==> config.mk <==
export PLATFORM = sky130hd
export DESIGN_NAME = display_mode_scheduler
export DESIGN_NICKNAME = d
export VERILOG_FILES = /design/src/rtl/display_mode_scheduler.sv
export SDC_FILE = /design/constraint.sdc
export NUM_CORES = 1
export LEC_CHECK = 0
export ABC_AREA = 1
export BUFFER_PORTS_ARGS = -buffer_cell sky130_fd_sc_hd__buf_2
export CAP_MARGIN = 15
export CORE_AREA = 2 2 102 104
export CTS_CLUSTER_DIAMETER = 150
export DETAILED_ROUTE_END_ITERATION = 10
export DIE_AREA = 0 0 104 106
export PLACE_DENSITY = 0.65
export SYNTH_ARGS = -nofsm -noshare
export SYNTH_HDL_FRONTEND = slang
export SYNTH_SLANG_ARGS = --single-unit
==> constraint.sdc <==
create_clock -name clk_100MHz -period 3.2 [get_ports clk_100MHz]
set_input_delay 0.96 -clock clk_100MHz [delete_from_list [all_inputs] [get_ports clk_100MHz]]
set_output_delay 0.96 -clock clk_100MHz [all_outputs]
set_load 0.01 [all_outputs]
==> src/rtl/display_mode_scheduler.sv <==
// View sequencer for the 4-digit calendar display: rotates TIME/DATE/YEAR views,
// handles manual stepping and time-set blinking, and registers the digit/blank outputs.
module display_mode_scheduler #(
    parameter int unsigned TICK_DIV  = 100_000_000,
    parameter int unsigned TIME_SECS = 8,
    parameter int unsigned DATE_SECS = 3,
    parameter int unsigned YEAR_SECS = 3,
    parameter int unsigned BLINK_DIV = 25_000_000
) (
    input  logic        clk_100MHz,
    input  logic        reset,
    input  logic        btn_next,
    input  logic        btn_hold,
    input  logic        set_active,
    input  logic        set_field,
    input  logic [2:0]  hrs_tens,
    input  logic [3:0]  hrs_ones,
    input  logic [2:0]  mins_tens,
    input  logic [3:0]  mins_ones,
    input  logic [1:0]  day_tens,
    input  logic [3:0]  day_ones,
    input  logic        mon_tens,
    input  logic [3:0]  mon_ones,
    input  logic [15:0] year_bcd,
    output logic [3:0]  dig3,
    output logic [3:0]  dig2,
    output logic [3:0]  dig1,
    output logic [3:0]  dig0,
    output logic [3:0]  blank,
    output logic [1:0]  mode
);

    localparam logic [1:0] StTime = 2'b00;
    localparam logic [1:0] StDate = 2'b01;
    localparam logic [1:0] StYear = 2'b10;
    localparam logic [1:0] StBad  = 2'b11;

    localparam int unsigned TW = (TICK_DIV > 1) ? $clog2(TICK_DIV) : 1;
    localparam int unsigned BW = (BLINK_DIV > 1) ? $clog2(BLINK_DIV) : 1;

    localparam int unsigned MAX_TD   = (TIME_SECS > DATE_SECS) ? TIME_SECS : DATE_SECS;
    localparam int unsigned MAX_SECS = (MAX_TD > YEAR_SECS) ? MAX_TD : YEAR_SECS;
    localparam int unsigned DW       = (MAX_SECS > 1) ? $clog2(MAX_SECS) : 1;

    localparam logic [TW-1:0] TICK_LAST  = TW'(TICK_DIV - 1);
    localparam logic [BW-1:0] BLINK_LAST = BW'(BLINK_DIV - 1);
    localparam logic [DW-1:0] TIME_LAST  = DW'(TIME_SECS - 1);
    localparam logic [DW-1:0] DATE_LAST  = DW'(DATE_SECS - 1);
    localparam logic [DW-1:0] YEAR_LAST  = DW'(YEAR_SECS - 1);

    // Button synchronizer, delay flop and set_active edge detector
    logic btn_meta_q;
    logic btn_sync_q;
    logic btn_dly_q;
    logic set_dly_q;
    logic next_pulse;
    logic set_rise;

    always_ff @(posedge clk_100MHz or posedge reset) begin
        if (reset) begin
            btn_meta_q <= 1'b0;
            btn_sync_q <= 1'b0;
            btn_dly_q  <= 1'b0;
            set_dly_q  <= 1'b0;
        end else begin
            btn_meta_q <= btn_next;
            btn_sync_q <= btn_meta_q;
            btn_dly_q  <= btn_sync_q;
            set_dly_q  <= set_active;
        end
    end

    assign next_pulse = btn_sync_q & ~btn_dly_q;
    assign set_rise   = set_active & ~set_dly_q;

    // Free-running one-second tick
    logic [TW-1:0] tick_cnt_q;
    logic          sec_tick;

    assign sec_tick = (tick_cnt_q == TICK_LAST);

    always_ff @(posedge clk_100MHz or posedge reset) begin
        if (reset) begin
            tick_cnt_q <= '0;
        end else if (sec_tick) begin
            tick_cnt_q <= '0;
        end else begin
            tick_cnt_q <= tick_cnt_q + 1'b1;
        end
    end

    // Blink timebase, restarted on entry to set mode so the field shows first
    logic [BW-1:0] blink_cnt_q;
    logic          blink_phase_q;
    logic          blink_wrap;

    assign blink_wrap = (blink_cnt_q == BLINK_LAST);

    always_ff @(posedge clk_100MHz or posedge reset) begin
        if (reset) begin
            blink_cnt_q   <= '0;
            blink_phase_q <= 1'b0;
        end else if (set_rise) begin
            blink_cnt_q   <= '0;
            blink_phase_q <= 1'b0;
        end else if (blink_wrap) begin
            blink_cnt_q   <= '0;
            blink_phase_q <= ~blink_phase_q;
        end else begin
            blink_cnt_q   <= blink_cnt_q + 1'b1;
        end
    end

    // View state machine with per-view dwell counter
    logic [1:0]    state_q;
    logic [1:0]    state_d;
    logic [1:0]    state_adv;
    logic [DW-1:0] dwell_q;
    logic [DW-1:0] dwell_d;
    logic [DW-1:0] dwell_last;

    always_comb begin
        state_adv  = StTime;
        dwell_last = TIME_LAST;
        case (state_q)
            StTime: begin
                state_adv  = StDate;
                dwell_last = TIME_LAST;
            end
            StDate: begin
                state_adv  = StYear;
                dwell_last = DATE_LAST;
            end
            StYear: begin
                state_adv  = StTime;
                dwell_last = YEAR_LAST;
            end
            default: begin
                state_adv  = StTime;
                dwell_last = TIME_LAST;
            end
        endcase
    end

    always_comb begin
        state_d = state_q;
        dwell_d = dwell_q;
        if (set_active) begin
            state_d = StTime;
            dwell_d = '0;
        end else if (state_q == StBad) begin
            state_d = StTime;
            dwell_d = '0;
        end else if (next_pulse) begin
            // Also covers a coincident auto-advance: still a single step
            state_d = state_adv;
            dwell_d = '0;
        end else if (!btn_hold && sec_tick) begin
            if (dwell_q == dwell_last) begin
                state_d = state_adv;
                dwell_d = '0;
            end else begin
                dwell_d = dwell_q + 1'b1;
            end
        end
    end

    always_ff @(posedge clk_100MHz or posedge reset) begin
        if (reset) begin
            state_q <= StTime;
            dwell_q <= '0;
        end else begin
            state_q <= state_d;
            dwell_q <= dwell_d;
        end
    end

    assign mode = state_q;

    // Registered digit and blank outputs
    logic [3:0] dig3_d;
    logic [3:0] dig2_d;
    logic [3:0] dig1_d;
    logic [3:0] dig0_d;
    logic [3:0] blank_d;

    always_comb begin
        dig3_d = {1'b0, hrs_tens};
        dig2_d = hrs_ones;
        dig1_d = {1'b0, mins_tens};
        dig0_d = mins_ones;
        case (state_q)
            StDate: begin
                dig3_d = {2'b00, day_tens};
                dig2_d = day_ones;
                dig1_d = {3'b000, mon_tens};
                dig0_d = mon_ones;
            end
            StYear: begin
                dig3_d = year_bcd[15:12];
                dig2_d = year_bcd[11:8];
                dig1_d = year_bcd[7:4];
                dig0_d = year_bcd[3:0];
            end
            default: begin
                dig3_d = {1'b0, hrs_tens};
                dig2_d = hrs_ones;
                dig1_d = {1'b0, mins_tens};
                dig0_d = mins_ones;
            end
        endcase
    end

    always_comb begin
        blank_d = 4'b0000;
        if (set_active) begin
            if (blink_phase_q) begin
                blank_d = set_field ? 4'b0011 : 4'b1100;
            end
        end else if (state_q == StTime && hrs_tens == 3'd0) begin
            blank_d = 4'b1000;
        end
    end

    always_ff @(posedge clk_100MHz or posedge reset) begin
        if (reset) begin
            dig3  <= 4'd0;
            dig2  <= 4'd0;
            dig1  <= 4'd0;
            dig0  <= 4'd0;
            blank <= 4'b1111;
        end else begin
            dig3  <= dig3_d;
            dig2  <= dig2_d;
            dig1  <= dig1_d;
            dig0  <= dig0_d;
            blank <= blank_d;
        end
    end

endmodule

# Word level (Yosys, flattened, before mapping)
# Cells that the tools add are included.
dict set report totals {
  register_bits 82
  input_bits 47
  out_inout_bits 22
}
dict set report classes {
  n_addsub 3
  n_eq_ne 6
  n_mux 25
  bitwise_logic 5
  reduce_logical 10
}
# cell count
set op_table {}
lappend op_table {{2-to-1 mux 25 bit} 2}
lappend op_table {{one-hot mux 4 bit (2 select lines)} 4}
lappend op_table {{adder 27 x 1 -> 27 bit, second input constant} 1}
lappend op_table {{== test 27 bit, second input constant} 1}
lappend op_table {{2-to-1 mux 27 bit} 1}
lappend op_table {{adder 25 x 1 -> 25 bit, second input constant} 1}
lappend op_table {{== test 25 bit, second input constant} 1}
lappend op_table {{2-to-1 mux 3 bit} 6}
lappend op_table {{2-to-1 mux 4 bit} 4}
lappend op_table {{2-to-1 mux 2 bit} 5}
lappend op_table {{nonzero test 4 bit} 2}
lappend op_table {{== test 2 bit, second input constant} 2}
lappend op_table {{one-hot mux 2 bit (2 select lines)} 1}
lappend op_table {{adder 3 x 1 -> 3 bit, second input constant} 1}
lappend op_table {{== test 3 bit} 1}
lappend op_table {{logical NOT 3 bit} 1}
lappend op_table {{NOT 1 bit} 3}
lappend op_table {{AND 1 bit} 2}
lappend op_table {{== test 2 x 1 -> 1 bit, second input constant} 1}
lappend op_table {{logical AND 1 bit} 2}
lappend op_table {{logical NOT 2 bit} 1}
lappend op_table {{2-to-1 mux 1 bit} 2}
lappend op_table {{AND reduction 2 bit} 1}
lappend op_table {{nonzero test 2 bit} 1}
lappend op_table {{2 further kinds} 2}

# Logic depth before layout (Yosys ltp)
dict set report logic_depth {
  ltp_word 9
  mapped_depth 10
}

# Worst setup path before layout
# No wires, ideal clock.
dict set report synth_path {
  path_kind {input port to flip-flop}
  start {in set_active}
  end {reg blink_cnt_q[20]}
  setup_ns 0.120
  arrival_time_ns 1.669
  t_required_ns 3.080
  path_slack_ns 1.411
  cell_stages 6
  path_cell_list {inv_1 -> nor2_2 -> inv_1 -> nand2_4 -> buf_6 -> nor2_1}
}
dict set report synth_between {
  elab_chain_len 2
}
# element line
set synth_rtl {}
lappend synth_rtl {{start, declared} 14} ;# input logic set_active,
lappend synth_rtl {{AND 1 bit} 74} ;# assign set_rise = set_active & ~set_dly_q;
lappend synth_rtl {{2-to-1 mux 25 bit} 103} ;# end else if (set_rise) begin
lappend synth_rtl {{end signal, assigned} 110} ;# blink_cnt_q <= blink_cnt_q + 1'b1;
lappend synth_rtl {{end, declared} 93} ;# logic [BW-1:0] blink_cnt_q;
# Every way passes these cells.
# A chain may end at the register's enable or synchronous reset.

==> flow_metrics.py <==
metrics = {
    "status": {
        "status": "complete, no violations",
    },
    "timing": {
        "slew_headroom_pct": 35.5,
        "post-route-period-util_pct": 62.0,
        "final-setup-viol-count": 0,
        "clock.fmax_mhz": 504,
        "fin_worst_skew_ns": 0.0115,
        "tightest_slew_ns": 0.968,
        "grt_setup_unrepaired": "no",
        "finalCriticalPeriod_ns": 1.98,
        "setup-tns-final_ns": 0,
        "hold_viol": 0,
        "maxSlewViolCount": 0,
        "whs_ns": 0.358,
    },
    "setup_path": {
        "r2r_cells": 10,
        "cpMaxStageDelayCell": "dfstp_2",
        "cp.depth": 1,
        "cp-start-kind": "register",
        "critPathBufInv": 1,
        "crit_family": "flip-flops",
        "critPathMaxStageDelay_ns": 0.56,
        "crit_type": "reg2out",
        "cp.required_ns": 2.24,
        "setup.worst_path.end_class": "output pin",
        "crit_chain": "buf_2",
        "crit_path_max_fanout": 2,
        "cp.arrival_ns": 1.02,
    },
    "clock_network": {
        "cts-hold-fix-buffers": 0,
        "cts_tree": "yes",
        "path_clk_slew_ns": 0.08,
        "post_cts_resize_count": 0,
        "cts_max_path_buffers": 2,
        "clock_sinks": 81,
        "postCtsSetupRepairBufs": 0,
        "clkLatencyLatePin_ns": 0.35,
        "htree_num_levels": 3,
        "clock-root-buffer": "clkbuf_8",
        "cts_buffers": 9,
    },
    "logic_synthesis": {
        "netlist_top_cells_count": "nand2_1 (123), nor2_1 (100), dfrtp_1 (78)",
        "synth_xor_area_share_pct": 4.38,
        "yosys.cell_types.count": 36,
        "synth_top_cell_by_area": "dfrtp_1",
        "yosys.area.top_type_share_pct": 44.3,
        "synth_fa_ha_area_share_pct": 2.27,
        "synth_cells": 559,
        "synth.most_common_cell": "nand2_1",
        "ys_seq_area_share_pct": 46.1,
        "syn_nets": 614,
        "synth_area_mm2": 0.00440,
        "avgSynthCellArea_um2": 7.88,
        "synthFlopType": "dfrtp_1",
        "synthArstFlopShare_pct": 100,
        "synth_compound_area_share_pct": 4.35,
        "synth_edf_count": 0,
        "synth-seq-cells": 81,
        "synthSimpleGateAreaFrac_pct": 35.4,
        "ys_warn_count": 0,
        "synth_top_family_by_area": "simple AND/OR/NAND/NOR gates",
        "synth_mux_area_share_pct": 0,
        "synth_area_leaders": "dfrtp_1 (44%), nand2_1 (10%), nor2_1 (8.5%), inv_1 (6.3%), xor2_1 (3.8%)",
    },
    "flow_run": {
        "drv_cap": 0,
    },
    "placed_design": {
        "port_buffers": 68,
        "dp_hpwl_mm": 7.36,
        "gp_congestion": 0.847,
    },
    "drt": {
        "vias": 3758,
        "viasPerCell": 4.86,
        "ant_nets": 0,
        "routed_wl_mm": 9.71,
        "wl_per_cell_um": 12.6,
        "drc": 0,
        "first_pass_iters": 6,
        "drtIter0Drc": 175,
    },
    "floorplanning": {
        "ios": 69,
        "initial_core_util_pct": 44.0,
        "dieArea_mm2": 0.0110,
        "design.core.area_mm2": 0.0100,
        "rows": 37,
        "die_w_um": 104,
        "die_y_um": 106,
    },
    "layout": {
        "diodes": 0,
        "syn_to_final_growth_pct": 16.7,
        "drive_gt1_share_pct": 21.0,
        "fin_nets": 688,
    },
    "power": {
        "combPwrFrac_pct": 18.1,
        "p_sw_share_pct": 27.1,
        "clkPwrFrac_pct": 35.4,
        "power.density_mw_per_mm2": 493,
        "power.internal_mw": 1.85,
        "switchingPower_uw": 686,
        "p_total_mw": 2.53,
        "ir_drop_mv": 0.378,
        "p_seq_share_pct": 46.6,
        "leakagePower_nw": 2.48,
    },
    "global_route": {
        "antenna_found_initial": 0,
        "track_usage_pct": 19.2,
        "grt_overflow": 0,
        "grt_pass1_wl_mm": 17.1,
        "grt_max_degree": 58,
        "grt_pass1_vias": 3750,
    },
    "worst_hold_path": {
        "hold_path.class": "reg2reg",
        "min_path_cells": 0,
    },
}
-- power groups by stage --
stage	Clock, mW	Sequential [mW]	Combinational, mW
after floorplan	0	1.25	0.231
after global placement	0	1.20	0.459
after detailed placement	0	1.20	0.465
after CTS	0.920	1.18	0.466
after global routing	0.971	1.19	0.521
final	0.896	1.18	0.458
-- worst paths after layout --
kind | slack [ns] | startpoint | to
worst max-delay path | 1.22 | blank[1] | blank[0]
worst min-delay path | 0.36 | btn_meta_q | btn_sync_q
worst max register to register | 1.50 | tick_cnt_q[0] | tick_cnt_q[11]
worst min register to register | 0.36 | btn_meta_q | btn_sync_q
max in group asynchronous | 1.67 | reset | tick_cnt_q[24]
min in group asynchronous | 0.78 | reset | dig2[1]
-- area by class of cell --
type                    count  area, um2
clock buffers              11        141
inverters                  77        290
repair buffers             71        363
flip-flops and latches     81       2030
fillers                   970       4860
well taps                 136        170
multi-input cells         393       2040
clock inverters             5        103
-- metrics by stage --
| stage | instance area (um2) | setup slack [ns] | std cells | util [%] |
|---|---|---|---|---|
| after floorplan | 4400 | 0.165 | 559 | - |
| after global placement | 4900 | 1.02 | 758 | 49.0 |
| after detailed placement | 4900 | 0.929 | 758 | 49.0 |
| after CTS | 5140 | 1.20 | 774 | 51.4 |
| after global routing | 5140 | 1.13 | 774 | 51.4 |
| final | 5140 | 1.22 | 774 | 51.4 |
-- worst register-to-register path: stages, from the launching register on --
cell	delay [ns]
dfrtp_1	0.42
ha_1	0.23
nand2_2	0.09
nor2_4	0.14
nand2_4	0.13
nor2_4	0.18
nand2_4	0.12
inv_2	0.15
nor2_1	0.05
nand2_1	0.06
inv_1	0.04
-- per-layer routing --
metal | routed length [um] | up-vias | global-route usage (%)
met4 | 234 | 0 | 8.78
met5 | 0 | - | 0
met2 | 4320 | 116 | 29.1
met3 | 635 | 16 | 4.72
li1 | - | 1901 | -
met1 | 4530 | 1725 | 26.0
-- registers in the layout, indices dropped and copies added (netlist names) --
name,count
blank,3
blink_cnt_q,25
blink_phase_q,1
btn_dly_q,1
btn_meta_q,1
btn_sync_q,1
dig0,4
dig1,4
dig2,4
dig3,4
dwell_q,3
mode,2
set_dly_q,1
tick_cnt_q,27
-- logic make-up after synthesis --
family | Yosys count
flops | 81
fa+ha+maj | 8
simple gates | 331
xor+xnor | 22
buf+inv | 85
compound gates | 32
-- layout by cell type (no fill, tap or decap), types with 4 or more instances in the layout --
master,netlist,routed
nand2_1,123,123
nor2_1,100,100
dfrtp_1,78,78
inv_1,74,73
buf_2,0,68
nand3_1,29,29
nor3_1,28,28
xor2_1,19,19
nand2_2,13,13
a31oi_1,11,11
clkbuf_8,0,10
nand4_1,9,9
o21ai_0,8,8
a21oi_1,8,8
ha_1,8,8
nor2_4,7,7
nor2_2,7,7
nand2_4,4,4
No activity file was read; power rests on OpenSTA's default activity.
